--- src/rtl/fetch_unit.sv ---
// fetch_unit
// Instruction-fetch initiator for a single-cycle instruction memory port.
// Holds the PC and issues sequential word fetches. A stalled response is
// replayed. A redirect flushes the buffer and restarts fetch. A nonzero
// memory exception code or a misaligned redirect target halts issue until
// the next aligned redirect. Responses are buffered in a small FIFO that
// feeds decode over a valid/ready handshake.
//
// Ports:
//   clk, rst             clock, asynchronous active-high reset
//   redirect/_pc         flush and restart fetch at redirect_pc
//   im_en, im_addr       memory request strobe (combinational) and address (= pc)
//   im_addrout, im_dout  response address tag and instruction word (one cycle later)
//   im_stall             response not valid this cycle; replay the request
//   im_exception         nonzero = fetch fault for the response address
//   out_valid/out_ready  decode handshake on the FIFO head
//   out_pc/inst/exc      head entry (all zero while the FIFO is empty)
module fetch_unit #(
  parameter logic [31:0] RESET_PC   = 32'h0000_0000,
  parameter int          FIFO_DEPTH = 2
) (
  input  logic        clk,
  input  logic        rst,
  input  logic        redirect,
  input  logic [31:0] redirect_pc,
  output logic        im_en,
  output logic [31:0] im_addr,
  input  logic [31:0] im_addrout,
  input  logic [31:0] im_dout,
  input  logic        im_stall,
  input  logic [2:0]  im_exception,
  output logic        out_valid,
  input  logic        out_ready,
  output logic [31:0] out_pc,
  output logic [31:0] out_inst,
  output logic [2:0]  out_exc
);

  localparam int AW = (FIFO_DEPTH > 1) ? $clog2(FIFO_DEPTH) : 1;
  localparam int CW = AW + 1;
  localparam int OW = CW + 1;
  localparam logic [OW-1:0] DEPTH_W = OW'(FIFO_DEPTH);
  localparam logic [2:0]    EXC_MISALIGNED = 3'b100;

  logic [31:0]   pc_q, pc_d;
  logic [31:0]   req_pc_q, req_pc_d;
  logic          inflight_q, inflight_d;
  logic          halted_q, halted_d;
  logic [CW-1:0] count_q, count_d;
  logic [AW-1:0] rd_ptr_q, rd_ptr_d;
  logic [AW-1:0] wr_ptr_q, wr_ptr_d;

  logic [31:0] fifo_pc_q   [FIFO_DEPTH];
  logic [31:0] fifo_inst_q [FIFO_DEPTH];
  logic [2:0]  fifo_exc_q  [FIFO_DEPTH];

  logic          pop;
  logic          accept;
  logic          misaligned;
  logic          push;
  logic [AW-1:0] push_idx;
  logic [31:0]   push_pc;
  logic [31:0]   push_inst;
  logic [2:0]    push_exc;
  logic [OW-1:0] occupancy;

  assign out_valid  = (count_q != '0);
  assign out_pc     = out_valid ? fifo_pc_q[rd_ptr_q]   : 32'h0;
  assign out_inst   = out_valid ? fifo_inst_q[rd_ptr_q] : 32'h0;
  assign out_exc    = out_valid ? fifo_exc_q[rd_ptr_q]  : 3'b000;

  assign pop        = out_valid && out_ready;
  assign accept     = inflight_q && !im_stall && !redirect;
  assign misaligned = (redirect_pc[1:0] != 2'b00);

  // Entries held after this edge, counting the in-flight slot as reserved.
  // This guarantees every issued request has room when it returns.
  assign occupancy  = OW'(count_q) + OW'(inflight_q) - OW'(pop);

  assign im_addr = pc_q;
  assign im_en   = !rst && !redirect && !halted_q && !(inflight_q && im_stall)
                   && (occupancy < DEPTH_W);

  always_comb begin
    pc_d       = pc_q;
    req_pc_d   = req_pc_q;
    inflight_d = im_en;
    halted_d   = halted_q;
    count_d    = count_q;
    rd_ptr_d   = rd_ptr_q;
    wr_ptr_d   = wr_ptr_q;
    push       = 1'b0;
    push_idx   = wr_ptr_q;
    push_pc    = im_addrout;
    push_inst  = im_dout;
    push_exc   = im_exception;

    if (redirect) begin
      // Flush wins over pop and any arriving response. A misaligned target
      // becomes the sole entry in slot 0 of the emptied buffer.
      pc_d      = redirect_pc;
      halted_d  = misaligned;
      push      = misaligned;
      push_idx  = '0;
      push_pc   = redirect_pc;
      push_inst = 32'h0;
      push_exc  = EXC_MISALIGNED;
      rd_ptr_d  = '0;
      wr_ptr_d  = misaligned ? AW'(1) : '0;
      count_d   = misaligned ? CW'(1) : '0;
    end else begin
      if (inflight_q && im_stall) begin
        pc_d = req_pc_q;          // replay next cycle; im_en is low now
      end else if (im_en) begin
        pc_d = pc_q + 32'd4;
      end
      if (im_en) begin
        req_pc_d = pc_q;
      end
      if (accept) begin
        push     = 1'b1;
        wr_ptr_d = wr_ptr_q + AW'(1);
        if (im_exception != 3'b000) begin
          halted_d = 1'b1;
        end
      end
      if (pop) begin
        rd_ptr_d = rd_ptr_q + AW'(1);
      end
      count_d = count_q + CW'(accept) - CW'(pop);
    end
  end

  always_ff @(posedge clk or posedge rst) begin
    if (rst) begin
      pc_q       <= RESET_PC;
      req_pc_q   <= 32'h0;
      inflight_q <= 1'b0;
      halted_q   <= 1'b0;
      count_q    <= '0;
      rd_ptr_q   <= '0;
      wr_ptr_q   <= '0;
    end else begin
      pc_q       <= pc_d;
      req_pc_q   <= req_pc_d;
      inflight_q <= inflight_d;
      halted_q   <= halted_d;
      count_q    <= count_d;
      rd_ptr_q   <= rd_ptr_d;
      wr_ptr_q   <= wr_ptr_d;
    end
  end

  generate
    for (genvar gi = 0; gi < FIFO_DEPTH; gi++) begin : g_entry
      always_ff @(posedge clk or posedge rst) begin
        if (rst) begin
          fifo_pc_q[gi]   <= 32'h0;
          fifo_inst_q[gi] <= 32'h0;
          fifo_exc_q[gi]  <= 3'b000;
        end else if (push && (push_idx == AW'(gi))) begin
          fifo_pc_q[gi]   <= push_pc;
          fifo_inst_q[gi] <= push_inst;
          fifo_exc_q[gi]  <= push_exc;
        end
      end
    end
  endgenerate

endmodule

--- config.mk ---
export PLATFORM = sky130hd
export DESIGN_NAME = fetch_unit
export DESIGN_NICKNAME = d
export VERILOG_FILES = /design/src/rtl/fetch_unit.sv
export SDC_FILE = /design/constraint.sdc
export NUM_CORES = 1
export LEC_CHECK = 0
export ABC_AREA = 0
export CORE_ASPECT_RATIO = 0.9
export CORE_MARGIN = 4
export CORE_UTILIZATION = 26
export DETAILED_ROUTE_END_ITERATION = 12
export HOLD_SLACK_MARGIN = 0.05
export PLACE_DENSITY = 0.54
export SYNTH_ARGS = -nofsm -noshare
export SYNTH_HDL_FRONTEND = slang
export SYNTH_SLANG_ARGS = --single-unit
--- constraint.sdc ---
create_clock -name clk -period 8.27 [get_ports clk]
set_input_delay 1.654 -clock clk [delete_from_list [all_inputs] [get_ports clk]]
set_output_delay 1.654 -clock clk [all_outputs]
set_load 0.05 [all_outputs]
==> impl_metrics.env <==
export IMPL_run_status="complete, no violations"
export IMPL_fin_crit_sh=0.771
export IMPL_syn_num_nets=1104
export IMPL_ys_ff_latch=204
export IMPL_path_common_cell="sky130_fd_sc_hd__clkdlybuf4s50_1"
export IMPL_post_detailed_routing_wire_length_um=32900
export IMPL_cts_tree="built"
export IMPL_post_drt_wl_per_cell_um=19.6
export IMPL_fp_dieArea_sq_um=41500
export IMPL_rsz0062_at_grt="false"
export IMPL_cts_htree_levels=1
export IMPL_clkSinkCount=204
export IMPL_io_buffers=204
export IMPL_dp_hpwl_um=22200
export IMPL_synth_cells=996
export IMPL_post_route_util=0.354
export IMPL_global_route_overflow_total=0
export IMPL_detailroute_via_count=8145
export IMPL_nNetsFinal=1282
export IMPL_slew_limit_headroom=0.303
export IMPL_ys_async_sr_fraction=1.00
export IMPL_critical_path_arrival_ps=4720
export IMPL_placed_cells_incl_taps=1630
export IMPL_cts_resized=0
export IMPL_ys_seq_area_frac=0.513
export IMPL_post_synth_num_cell_types=71
export IMPL_place_congestion=0.789
export IMPL_synth_edff_count=0
export IMPL_clkLatencyLatePin_ps=530
export IMPL_cellPowerDensity_nw_per_um2=294
export IMPL_post_drt_via_cell_ratio=4.86
export IMPL_min_path_type="flip-flop to flip-flop"
export IMPL_irDropWorstVdd_v=0.000128
export IMPL_max_cap_violations=0
export IMPL_warnings_synthesis=0
export IMPL_slowest_stage="sky130_fd_sc_hd__clkdlybuf4s50_1"
export IMPL_number_of_buffers_created_by_cts=25
export IMPL_finalWorstPathRequiredPeriod_ps=6380
export IMPL_worst_path_max_fanout=17
export IMPL_grt_pass1_vias=8174
export IMPL_grt_start_max_net_pins=140
export IMPL_timing_final_setup_violations=0
export IMPL_final_cells=1676
export IMPL_post_route_drc_count=0
export IMPL_timing_hold_violations_final=0
export IMPL_postRouteAntennaNets=0
export IMPL_grt_antenna_before_repair=1
export IMPL_coreArea_sq_um=37600
export IMPL_critical_path_cell_chain="clkdlybuf4s50_1 -> and2_1 -> nor2b_1 -> o21ai_0 -> fa_1 -> xor2_2 -> nor3_4 -> buf_4 -> nand2_2 -> inv_2 -> clkdlybuf4s50_1"
export IMPL_longest_individual_stage_delay_on_the_worst_path_ps=800
export IMPL_die_w_um=214
export IMPL_syn_area_cell_sq_um=10.0
export IMPL_most_common_layout_cells="sky130_fd_sc_hd__dfrtp_1 (203), sky130_fd_sc_hd__clkdlybuf4s50_1 (203), sky130_fd_sc_hd__nor2_1 (159)"
export IMPL_layout_drive_gt1_share=0.0940
export IMPL_number_of_buffers_inserted_for_hold_repair_after_clock_tree_synthesis=0
export IMPL_syn2layout_area_growth_pct=33.6
export IMPL_pin_count=205
export IMPL_synth_top_flop_cell="sky130_fd_sc_hd__dfrtp_1"
export IMPL_setup_total_negative_slack_ps=0
export IMPL_power_static_leakage_nw=5.82
export IMPL_max_clock_freq_mhz=157
export IMPL_post_synth_instance_area_sq_um=9960
export IMPL_place_worst_setup_slack_ps=1880
export IMPL_worstSetupPathType="primary input to output port"
export IMPL_required_ps=6620
export IMPL_drt_pass1_iterations=5
export IMPL_first_pass_grt_wire_length_um=51500
export IMPL_timing_clock_skew_ps=13.0
export IMPL_cts_root_buf="sky130_fd_sc_hd__clkbuf_16"
export IMPL_worstMarginPinSlew_ps=1040
export IMPL_slew_violations=0
export IMPL_clkTransAtPathRegs_ps=60
export IMPL_drt_iter0_markers=605
export IMPL_cp_startpoint_kind="primary input"
export IMPL_die_height_um=194
export IMPL_cp_end_kind="output port"
export IMPL_initial_utilization=0.265
export IMPL_clock_tree_buffer_depth=3
export IMPL_post_cts_buffers=0
export IMPL_overall_global_routing_resource_usage=0.155
export IMPL_fp_row_count=67
export IMPL_timing_final_ws_setup_ps=1890
[layer usage]
metal | GRT usage | part of all wire | vias to the layer above
li1 | - | - | 3846
met2 | 0.240 | 0.46 | 195
met4 | 0.0415 | 0.023 | 0
met5 | 0 | 0 | -
met3 | 0.0290 | 0.045 | 50
met1 | 0.224 | 0.47 | 4054
[area by class of cell]
| cell class | count | area [sq um] |
|---|---|---|
| Inverter | 13 | 56.3 |
| Sequential cell | 204 | 5110 |
| Clock inverter | 12 | 166 |
| Fill cell | 3805 | 24200 |
| Tap cell | 483 | 604 |
| Antenna cell | 1 | 2.50 |
| Multi-Input combinational cell | 714 | 4530 |
| Clock buffer | 33 | 706 |
| Timing Repair Buffer | 216 | 2130 |
[per-stage QoR]
step,power (mW),hold slack [ps],area (sq um)
6_report,3.91,472,13300
5_1_grt,4.12,493,13300
4_1_cts,3.96,472,13300
3_5_place_dp,2.77,457,12400
3_3_place_gp,2.75,452,12400
2_1_floorplan,2.29,439,9960
[critical path: cells and delay by family]
kind / cells / cell delay [ps]
simple gates: 4 / 670
xor+xnor: 1 / 190
fa+ha+maj: 1 / 410
compound gates: 1 / 140
buf+inv: 4 / 1640
[logic make-up after synthesis]
logic type	count (synthesis)	share of synthesized area
and+or+nand+nor	349	0.154
AOI/OAI and AO/OA	219	0.148
DFF	204	0.513
muxes	127	0.132
buffers and inverters	78	0.0343
xor gates and xnor gates	15	0.0139
adders and majority gates	4	0.00578
[path summary, 6_finish.rpt]
check / from / to / slack, ps / cells past startpoint
max: out_ready / im_en / 1890 / 11
max reg2reg: count_q[1]$_DFF_PP0_ / im_addr[22]$_DFFE_PP0P_ / 4960 / 12
max in group asynchronous: rst / req_pc_q[7]$_DFFE_PP0P_ / 4940 / 3
min in group asynchronous: rst / inflight_q$_DFF_PP0_ / 1910 / 2
min: req_pc_q[25]$_DFFE_PP0P_ / req_pc_q[25]$_DFFE_PP0P_ / 470 / 2
min reg2reg: req_pc_q[25]$_DFFE_PP0P_ / req_pc_q[25]$_DFFE_PP0P_ / 470 / 2
[sequential cells by signal, indices dropped and copies added, names as in the netlist]
signal	count
im_addr	32
fifo_exc_q	6
inflight_q	1
wr_ptr_q	1
req_pc_q	32
fifo_inst_q	64
count_q	2
halted_q	1
rd_ptr_q	1
fifo_pc_q	64
[power breakdown]
part	total [mW]	switching (mW)	internal [mW]
clock network	1.17	0.446	0.723
logic	1.33	0.844	0.484
registers	1.41	0.175	1.23
[cell usage after synthesis (11+ instances only)]
library cell               number  area (sq um)
sky130_fd_sc_hd__clkbuf_1      21          78.8
sky130_fd_sc_hd__dfrtp_1      204          5100
sky130_fd_sc_hd__a21boi_0      12          90.1
sky130_fd_sc_hd__buf_1         12          45.0
sky130_fd_sc_hd__a22o_1        42           368
sky130_fd_sc_hd__mux2_2        32           360
sky130_fd_sc_hd__o21ai_0       18          90.1
sky130_fd_sc_hd__mux2i_1       92           921
sky130_fd_sc_hd__a21oi_1       92           460
sky130_fd_sc_hd__buf_2         30           150
sky130_fd_sc_hd__inv_1         11          41.3
sky130_fd_sc_hd__nor2_1       160           601
sky130_fd_sc_hd__nand2_1      121           454
Note: power is estimated with default switching activity, not from simulation.
